File: src/rtl/nib_add_seq.sv
// nib_add_seq: round-robin sequencer serialising WIDTH-bit adds through a shared 4-bit adder (NIB_ADD_SEQ_SUBTRACT_EN adds a-b mode)
module nib_add_seq #(
    parameter int WIDTH = 16
) (
    input  logic             clk,
    input  logic             rst_n,
    input  logic             req0,
    input  logic             req1,
    input  logic [WIDTH-1:0] a0,
    input  logic [WIDTH-1:0] b0,
    input  logic [WIDTH-1:0] a1,
    input  logic [WIDTH-1:0] b1,
    input  logic             cin0,
    input  logic             cin1,
`ifdef NIB_ADD_SEQ_SUBTRACT_EN
    input  logic             sub0,
    input  logic             sub1,
`endif
    output logic             gnt0,
    output logic             gnt1,
    output logic             busy,
    output logic             done,
    output logic             done_id,
    output logic [WIDTH-1:0] sum,
    output logic             c_out,
    output logic [3:0]       fa_a,
    output logic [3:0]       fa_b,
    output logic             fa_cin,
    input  logic [3:0]       fa_sum,
    input  logic             fa_cout
);
    localparam int NIB = WIDTH / 4;
    localparam int NW = NIB > 1 ? $clog2(NIB) : 1;

    typedef enum logic [1:0] {IDLE, RUN, DONE} state_t;

    state_t           state, state_nxt;
    logic [WIDTH-1:0] a_r, b_r, res, res_nxt;
    logic [NW-1:0]    nib;
    logic             carry, sub_r, id_r, prio1, pick1, last, sub_w0, sub_w1;

`ifdef NIB_ADD_SEQ_SUBTRACT_EN
    assign sub_w0 = sub0;
    assign sub_w1 = sub1;
`else
    assign sub_w0 = 1'b0;
    assign sub_w1 = 1'b0;
`endif

    // req1 wins when alone, or when both are up and req0 won last time
    assign pick1 = req1 && (!req0 || prio1);
    assign last  = nib == NW'(NIB - 1);
    assign busy  = state != IDLE;
    assign done  = state == DONE;

    // state register
    always_ff @(posedge clk or negedge rst_n) begin
        if (!rst_n) state <= IDLE;
        else        state <= state_nxt;
    end

    // next state, adder operand muxing, and the result with the current nibble merged in
    always_comb begin
        state_nxt           = state;
        res_nxt             = res;
        res_nxt[nib*4 +: 4] = fa_sum;
        fa_a                = 4'd0;
        fa_b                = 4'd0;
        fa_cin              = 1'b0;
        case (state)
            IDLE: state_nxt = (req0 || req1) ? RUN : IDLE;
            RUN: begin
                state_nxt = last ? DONE : RUN;
                fa_a      = a_r[nib*4 +: 4];
                fa_b      = sub_r ? ~b_r[nib*4 +: 4] : b_r[nib*4 +: 4];
                fa_cin    = carry;
            end
            default: state_nxt = IDLE;
        endcase
    end

    // grant/operand latch in IDLE, nibble capture in RUN, result publish on the last nibble
    always_ff @(posedge clk or negedge rst_n) begin
        if (!rst_n) begin
            a_r     <= '0;
            b_r     <= '0;
            res     <= '0;
            nib     <= '0;
            carry   <= 1'b0;
            sub_r   <= 1'b0;
            id_r    <= 1'b0;
            prio1   <= 1'b0;
            gnt0    <= 1'b0;
            gnt1    <= 1'b0;
            sum     <= '0;
            c_out   <= 1'b0;
            done_id <= 1'b0;
        end else begin
            gnt0 <= 1'b0;
            gnt1 <= 1'b0;
            if (state == IDLE && (req0 || req1)) begin
                a_r   <= pick1 ? a1 : a0;
                b_r   <= pick1 ? b1 : b0;
                sub_r <= pick1 ? sub_w1 : sub_w0;
                carry <= pick1 ? (sub_w1 || cin1) : (sub_w0 || cin0);
                id_r  <= pick1;
                prio1 <= !pick1;
                gnt0  <= !pick1;
                gnt1  <= pick1;
                nib   <= '0;
            end
            if (state == RUN) begin
                res   <= res_nxt;
                carry <= fa_cout;
                nib   <= nib + 1'b1;
                if (last) begin
                    sum     <= res_nxt;
                    c_out   <= fa_cout;
                    done_id <= id_r;
                end
            end
        end
    end
endmodule
File: config.mk
export PLATFORM = sky130hd
export DESIGN_NAME = nib_add_seq
export DESIGN_NICKNAME = d
export VERILOG_FILES = /design/src/rtl/nib_add_seq.sv
export SDC_FILE = /design/constraint.sdc
export NUM_CORES = 1
export LEC_CHECK = 0
export BUFFER_PORTS_ARGS = -buffer_cell sky130_fd_sc_hd__buf_2
export CELL_PAD_IN_SITES_DETAIL_PLACEMENT = 0
export CELL_PAD_IN_SITES_GLOBAL_PLACEMENT = 1
export CORE_UTILIZATION = 43
export CTS_CLUSTER_SIZE = 8
export DETAILED_ROUTE_END_ITERATION = 8
export PLACE_DENSITY_LB_ADDON = 0.1
export SYNTH_ARGS = -nofsm -noshare
export SYNTH_HDL_FRONTEND = slang
export SYNTH_SLANG_ARGS = --single-unit
File: constraint.sdc
create_clock -name clk -period 5.3 [get_ports clk]
set_clock_uncertainty 0.2 [all_clocks]
set_input_delay 0 -clock clk [delete_from_list [all_inputs] [get_ports clk]]
set_output_delay 0 -clock clk [all_outputs]
set_load 0.01 [all_outputs]
Word level (Yosys, flattened, before mapping) --
Index checks and enable logic that the tools add are counted.
Word-level totals: register bits after elaboration 75, bits of input ports 75, output and inout bits 31, logic and storage cells 48
Cells by class: add/subtract/negate cells 2, eq/ne operators 3, shift-type cells 4, muxes and demuxes 16, reduce and logical (&&, ||, !) cells 10
Operator list (count):
- negation 4 -> 34 bit | 1
- variable shift 4 x 34 -> 16 bit, first input constant | 1
- variable part select 4 x 34 -> 16 bit | 1
- 2-to-1 mux 16 bit | 2
- variable part select 16 x 5 -> 4 bit | 2
- bitwise mux 16 bit | 1
- 2-to-1 mux 4 bit | 2
- 2-to-1 mux 1 bit | 7
- 2-to-1 mux 2 bit | 3
- == test 2 bit, second input constant | 2
- case mux 2 bit (2 select lines) | 1
- nonzero test 2 bit | 2
- adder 2 x 1 -> 2 bit, second input constant | 1
- == test 2 x 1 -> 1 bit, second input constant | 1
- logical AND 1 bit | 2
- logical NOT 1 bit | 2
- logical NOT 2 bit | 1
- logical OR 1 bit | 2
- AND reduction 2 bit | 1

Depth between registers and ports, before layout --
Gate-level depths: netlist of run 1.
depth after elaboration 6, depth in mapped cells 8

Worst setup path before layout of run 1 --
OpenSTA, ideal clock, no wires.
path kind reg-to-reg, start register nib[0], end register res[13], library setup time 0.122 ns, data arrival time 1.864 ns, data required time 4.978 ns, setup slack 3.115 ns, stages on the path, launching flop included 8, clock period less this slack 2.185 ns, cells stage by stage dfrtp_1 -> buf_2 -> buf_4 -> inv_1 -> ha_1 -> and4bb_2 -> and2_1 -> a32o_1
Between the ends: longest elaborated chain between the ends 3, elaborated cells on any way between the ends 4, those cells by class 1 x add/sub; 2 x shift; 1 x mux
RTL lines:
- start, declared | RTL line 39 | logic [NW-1:0] nib;
- start signal, assigned | RTL line 115 | nib <= nib + 1'b1;
- negation 4 -> 34 bit * | RTL line 66 | res_nxt[nib*4 +: 4] = fa_sum;
- variable part select 4 x 34 -> 16 bit or variable shift 4 x 34 -> 16 bit (tied branches) | RTL line 66
- bitwise mux 16 bit * | RTL line 66
- end signal, assigned | RTL line 113 | res <= res_nxt;
- end, declared | RTL line 38 | logic [WIDTH-1:0] a_r, b_r, res, res_nxt;
Every way passes the cells marked *; elsewhere a longest branch is shown, timed or not. A chain may end at the register's enable or synchronous reset.

Final worst setup path of run 1 --
start register state[1], end register a_r[12]
Between the ends: longest elaborated chain between the ends 2
RTL lines:
- start, declared | RTL line 37 | state_t state, state_nxt;
- start signal, assigned | RTL line 59 | else state <= state_nxt;
- logical NOT 2 bit | RTL line 101 | if (state == IDLE && (req0 || req1)) begin
- logical AND 1 bit | RTL line 101
- end signal, assigned | RTL line 102 | a_r <= pick1 ? a1 : a0;
- end, declared | RTL line 38
No other way between the ends.

==> metrics.md, run 1 <==
| Metric | Value |
|---|---|
| Status | completed |
| Crit-path leading delay family | simple AND/OR/NAND/NOR gates |
| Worst vdd ir | 235 uV |
| Initial antenna violation count | 0 |
| Largest net degree at the start of global routing | 76 |
| Area Overhead vs Synth | 40.8% |
| RSZ-0062 raised after global routing | no |
| Yosys Warn Count | 0 |
| Crit path kind | flop to flop |
| # fillers | 713 |
| Worst EP arrival | 3220 ps |
| Share of cells above drive strength 1 | 0.283 |
| Synth Area in Compound Gates | 0.253 |
| DR pass1 iterations | 4 |
| Post-DRT Antenna Nets | 0 |
| # diodes | 0 |
| Crit end category | flop |
| Post-Layout Cell Count | 593 |
| Setup bufs post-CTS | 0 |
| Final period util | 0.594 |
| Cts hold-fix bufs | 75 |
| First-pass GRT wire length | 16.2 mm |
| Synth Instances | 318 |
| Final setup vio count | 0 |
| Deepest clock path buffer count | 2 |
| Area of the multi-input gates | 1650 um^2 |
| Vias in the first global route | 3,268 |
| Syn nets | 399 |
| Final wirelength | 9.75 mm |
| Ranking of synthesized cells by area | dfrtp_1, a221o_1, a21boi_0 |
| Initial DRC count | 113 |
| Root Buffer Master | clkbuf_8 |
| Vias per cell | 5.38 |
| Placed standard-cell area | 4220 um^2 |
| Die Y | 94.8 um |
| Main combinational cell family by area after synthesis | compound AO/OA/AOI/OAI gates |
| Port Buffer Count | 105 |
| CTS sink cnt | 75 |
| Req. time, crit path | 5370 ps |
| Clock Latency Late Sink | 340 ps |
| CP max FO | 38 |
| Die Area | 8980 um^2 |
| DRC viols | 0 |
| CTS buffer count | 9 |
| Final Max Tran Viols | 0 |
| Synthesized flop and latch total | 75 |
| Synth Area in XOR/XNOR | 0 |
| Simple-gate area share of the yosys netlist | 0.116 |
| CTS tree | yes |
| H-tree Lvls | 3 |
| Bufs and invs on worst path | 2 |
| Clk slew on worst S/H paths | 80 ps |
| Final Hold Fails | 0 |
| Gr ovfl total | 0 |
| Slew margin rel. | 0.159 |
| # rows | 33 |
| Final Cell Area | 5210 um^2 |
| Least-Margin Pin Slew | 1260 ps |
| HP Class | primary input to asynchronous set/reset pin |
| Max Clock Freq | 0.318 GHz |
| Critical path origin | state[1] |
| Mux cell area share after synthesis | 0.0548 |
| Yosys top cell by area | dfrtp_1 |
| Crit path launch type | flop |
| Synth Area per Inst | 11.6 um^2 |
| Maxcap violations | 0 |
| Via Count | 3,188 |
| Slowest-stage cell, CP | and3_1 |
| Final min period | 3150 ps |
| Reg-to-reg critical path startpoint | state[1] |
| Core ar. | 8260 um^2 |
| Ports | 106 |
| Placed instance count | 502 |
| Sequential Area | 1880 um^2 |
| LEAKAGE | 0.00240 uW |
| Initial Util | 0.448 |
| Setup TNS | 0 ps |
| Final core utilization | 0.631 |
| Distinct cells, synth | 42 |
| Post-synth top area share | 0.507 |
| Overall routing resource usage | 0.237 |
| Sequential area share after synthesis | 0.507 |
| Fin nets | 564 |
| Cell Area, Synth | 3700 um^2 |
| Die outline width | 94.8 um |
| Worst path cell trace | nor2_2 > buf_4 > and3_1 > a221o_1 > dlygate4sd3_1 |
| Pwr/cell area | 578 nW/um^2 |
| Post-CTS resize count | 0 |
| DPL Wire Length | 5.73 mm |
| GP Congestion | 0.767 |
| DR WL/cell | 16.4 um |
| CP max stage delay | 1070 ps |
| Adder-Cell Fraction of Synth Area | 0.0203 |
[final timing paths]
check                           endpoint  slack, ps  cells after the start
worst min-delay path              sum[9]        140                      2
worst min register to register      id_r        280                      1
worst max register to register   a_r[12]       2150                      5
max in group asynchronous         b_r[3]       4110                      2
min in group clk                  b_r[8]        220                      3
worst max-delay path             a_r[12]       2150                      5
[worst reg2reg max path: stages (launching register included)]
cell and delay, ps:
dfrtp_1 460, nor2_2 100, buf_4 340, and3_1 1080
a221o_1 340, dlygate4sd3_1 560
[cells in the final DEF, fill, tap and decap left out, types with 7 or more instances in the layout]
| cell | instances |
|---|---|
| clkbuf_8 | 12 |
| a21boi_0 | 32 |
| mux4_2 | 8 |
| a21oi_1 | 15 |
| buf_2 | 104 |
| a31oi_1 | 10 |
| a32o_1 | 7 |
| dfrtp_1 | 75 |
| and2_1 | 10 |
| nor2b_1 | 9 |
| a221o_1 | 32 |
| dlygate4sd3_1 | 75 |
| nor2_1 | 18 |
| nand2_1 | 13 |
| o2bb2ai_1 | 9 |
[final cells by class]
class | count | share of cell area
repair buffers | 182 | 0.248
well taps | 105 | 0.0252
clock inverters | 3 | 0.0132
clock buffers | 13 | 0.0324
inverters | 6 | 0.00480
multi-input cells | 209 | 0.316
flip-flops and latches | 75 | 0.360
[synth_stat cells, drive strengths merged]
| library cell | instances |
|---|---|
| nor2b | 10 |
| o211ai | 1 |
| a32o | 7 |
| a221o | 32 |
| o21ai | 3 |
| a21o | 1 |
| mux4 | 8 |
| or2 | 1 |
| and4bb | 2 |
| nand2b | 6 |
| o21a | 1 |
| nor2 | 19 |
| and2b | 2 |
| and3 | 1 |
| nor4bb | 1 |
| inv | 6 |
| nand3 | 1 |
| nor3 | 2 |
| o2bb2ai | 9 |
| and2 | 10 |
| o21bai | 1 |
| nand4b | 1 |
| nand4 | 5 |
| and3b | 1 |
| a32oi | 3 |
| a21oi | 15 |
| a31oi | 10 |
| a21boi | 32 |
| clkbuf | 11 |
| nand2 | 13 |
| a22o | 1 |
| or2b | 1 |
| o211a | 1 |
| mux2 | 2 |
| dfrtp | 75 |
| buf | 17 |
| ha | 6 |
[sequential cells by signal (all words and copies together), names as in the netlist]
register  flops
res          16
b_r          16
state         2
nib           2
gnt0          1
c_out         1
carry         1
prio1         1
done_id       1
a_r          16
sum          16
gnt1          1
id_r          1
[layer usage]
metal	track usage	part of all wire	up-vias
li1	-	-	1541
met1	0.312	0.45	1555
met2	0.391	0.50	84
met3	0.0556	0.045	8
met4	0.0657	0.0079	0
met5	0	0	-
[cells by family after synthesis]
group | Yosys count
AO/OA/AOI/OAI | 117
adder cells (fa/ha/maj) | 6
buffers and inverters | 34
flip-flops | 75
multiplexers | 10
AND/OR/NAND/NOR | 76
[metrics by stage]
stage               setup WS [ps]  power, uW  hold WS, ps
finish                       2150       3010          145
global route                 1760       3250          210
CTS                          2120       3010          187
detailed placement           2140       2240         19.4
global placement             2160       2220         6.44
floorplan                    3110       1900         -496
[report_power, final]
part | switching [uW] | total, uW | leakage (uW) | internal, uW
Sequential | 183 | 1030 | 0.000936 | 846
Combinational | 654 | 1460 | 0.00134 | 807
Clock | 216 | 521 | 0.000120 | 305
Power figures use the tool's default switching activity.
==> inputs of run 2 (changes only) <==
ABC_AREA = 1   (was default)
CORE_UTILIZATION = 34   (was 43)
clock period = 2.6 ns   (was 5.3 ns; I/O delays follow)
==> metrics.md, run 2 <==
| Metric | Value |
|---|---|
| Reg-to-reg critical path startpoint | state[0] |
| Internal Power | 3930 uW |
| DR pass1 iterations | 5 |
| Initial Util | 0.353 |
| First-pass GRT wire length | 18.3 mm |
| Final period util | 0.906 |
| Count leader, synth | nand2_1 |
| CTS tree | yes |
| Status | completed |
| Req. time, crit path | 2660 ps |
| Ys flop type | dfrtp_1 |
| Distinct cells, synth | 21 |
| Yosys top cell by area | dfrtp_1 |
| Fin nets | 768 |
| DPL Wire Length | 7.30 mm |
| Ports | 106 |
| RR Endpoint | a_r[7] |
| Min Hold Slack | 13.9 ps |
| Final Cell Area | 5540 um^2 |
| Final Max Tran Viols | 0 |
| Root Buffer Master | clkbuf_16 |
| Crit end category | flop |
| Setup bufs post-CTS | 0 |
| CTS buffer count | 9 |
| Synth Instances | 517 |
| Final wirelength | 11.2 mm |
| Cell Area, Synth | 3880 um^2 |
| Initial antenna violation count | 0 |
| Worst EP arrival | 2420 ps |
| Post-CTS resize count | 0 |
| R2R Setup Slk | 240 ps |
| Clock power share | 0.211 |
| Commonest non-fill, non-tap cell in the layout | nand2_1 |
| Asr flop ratio synth | 1.00 |
| Critical path origin | state[0] |
| Commonest non-fill, non-tap cells in the layout | nand2_1, nand3_1, buf_2 |
| Final Hold Fails | 0 |
| Synth Area per Inst | 7.50 um^2 |
| CP max FO | 26 |
| Reg power frac | 0.304 |
| RSZ-0062 raised after global routing | no |
| CTS sink cnt | 75 |
| Die Area | 11,800 um^2 |
| Crit path launch type | flop |
| H-tree Lvls | 3 |
| GP Congestion | 0.814 |
| Yosys Warn Count | 0 |
| Slew margin rel. | 0.352 |
| Deepest clock path buffer count | 2 |
| Via Count | 3,951 |
| Sequential area share after synthesis | 0.484 |
| Initial DRC count | 139 |
| Net Sw Frac | 0.398 |
| R2R cell count | 7 |
| Core ar. | 11,000 um^2 |
| Maxcap violations | 0 |
| Max Clock Freq | 0.424 GHz |
| DR WL/cell | 13.4 um |
| Ranking of synthesized cells by area | dfrtp_1, nand2_1, nand3_1 |
| Die Y | 109 um |
| Cts hold-fix bufs | 73 |
| Syn nets | 598 |
| Die outline width | 109 um |
| HP Class | primary input to flop |
| Vias in the first global route | 3,948 |
| Worst vdd ir | 516 uV |
| LEAKAGE | 0.00301 uW |
| Sw Pwr | 2600 uW |
| Post-DRT Antenna Nets | 0 |
| Crit path kind | flop to flop |
| Largest net degree at the start of global routing | 76 |
| Final core utilization | 0.504 |
| Final setup vio count | 0 |
| Clk slew on worst S/H paths | 60 ps |
| Final min period | 2360 ps |
| Post-synth top area share | 0.484 |
| Gr ovfl total | 0 |
| Least-Margin Pin Slew | 972 ps |
| Vias per cell | 4.75 |
| Placed standard-cell area | 4480 um^2 |
| # fillers | 1,096 |
| Clock Latency Late Sink | 330 ps |
| Pwr/cell area | 1180 nW/um^2 |
| Setup TNS | 0 ps |
| Synthesized flop and latch total | 75 |
| Area Overhead vs Synth | 42.7% |
| # rows | 38 |
| Top cells by count, synth | nand2_1, nand3_1, dfrtp_1 |
| Share of cells above drive strength 1 | 0.214 |
| # diodes | 0 |
| EDFF count, synth | 0 |
| Overall routing resource usage | 0.201 |
| Port Buffer Count | 105 |
| DRC viols | 0 |
| Critical Path Sink | a_r[7] |
| Logic pwr share | 0.485 |
-- run 2: cell types whose count changed after synthesis, moves of 10 or more --
cell / change
a21boi_0: -32
a221o_1: -32
and2_1: -10
o21ai_0: +12
nor2b_1: -10
nand2_1: +193
nand2_2: +10
inv_1: +17
a31oi_1: -10
nand3_1: +105
-- run 2: per-stage QoR --
stage,total power [uW],instances,setup WS (ps)
6_report,6530,832,244
5_1_grt,7090,832,65.5
4_1_cts,6590,832,251
3_5_place_dp,4680,743,795
3_3_place_gp,4670,743,812
2_1_floorplan,3890,517,627
-- run 2: critical path, stage by stage, from the launching register on --
cell and delay [ps]:
dfrtp_1 420, nor2_4 270, inv_2 90, nor2_4 220, buf_4 330, nand3_1 130
nand3_1 90, dlygate4sd3_1 540
-- run 2: worst min path at each step --
| stage | startpoint | endpoint | slack [ps] | cells after the start |
|---|---|---|---|---|
| finish | req0 | gnt1 | 10 | 6 |
| global route | req0 | gnt0 | 60 | 5 |
| CTS | req0 | gnt1 | 10 | 6 |
| detailed placement | rst_n | sum[1] | 20 | 1 |
| global placement | rst_n | sum[1] | 20 | 1 |
| floorplan | rst_n | a_r[0] | -500 | 0 |
-- run 2: area by class of cell --
| cell class | instances | area [um^2] | share of cell area |
|---|---|---|---|
| clock inverter | 5 | 75.1 | 0.0136 |
| tap | 140 | 175 | 0.0316 |
| clock buffer | 11 | 253 | 0.0456 |
| inverter | 26 | 97.6 | 0.0176 |
| multi-input combinational | 387 | 1730 | 0.312 |
| sequential | 75 | 1880 | 0.339 |
| timing repair buffer | 188 | 1330 | 0.241 |
-- run 2: metal layers --
| metal | global-route usage | share of wire | up-vias |
|---|---|---|---|
| li1 | - | - | 1998 |
| met1 | 0.249 | 0.45 | 1852 |
| met2 | 0.352 | 0.51 | 88 |
| met3 | 0.0311 | 0.035 | 13 |
| met4 | 0.0734 | 0.012 | 0 |
| met5 | 0 | 0 | - |
-- run 2: cell families after synthesis --
group | after synthesis | synth area share
AOI/OAI and AO/OA | 25 | 0.0335
adders and majority gates | 6 | 0.0193
and+or+nand+nor | 356 | 0.392
buffers and inverters | 55 | 0.0713
DFF | 75 | 0.484
-- run 2: power by group through the flow --
stage               registers, uW  logic, uW  clock network, uW
floorplan                    2000       1880                  0
global placement             2000       2670                  0
detailed placement           2010       2680                  0
CTS                          1990       3200               1400
global route                 2050       3590               1450
finish                       1980       3170               1380
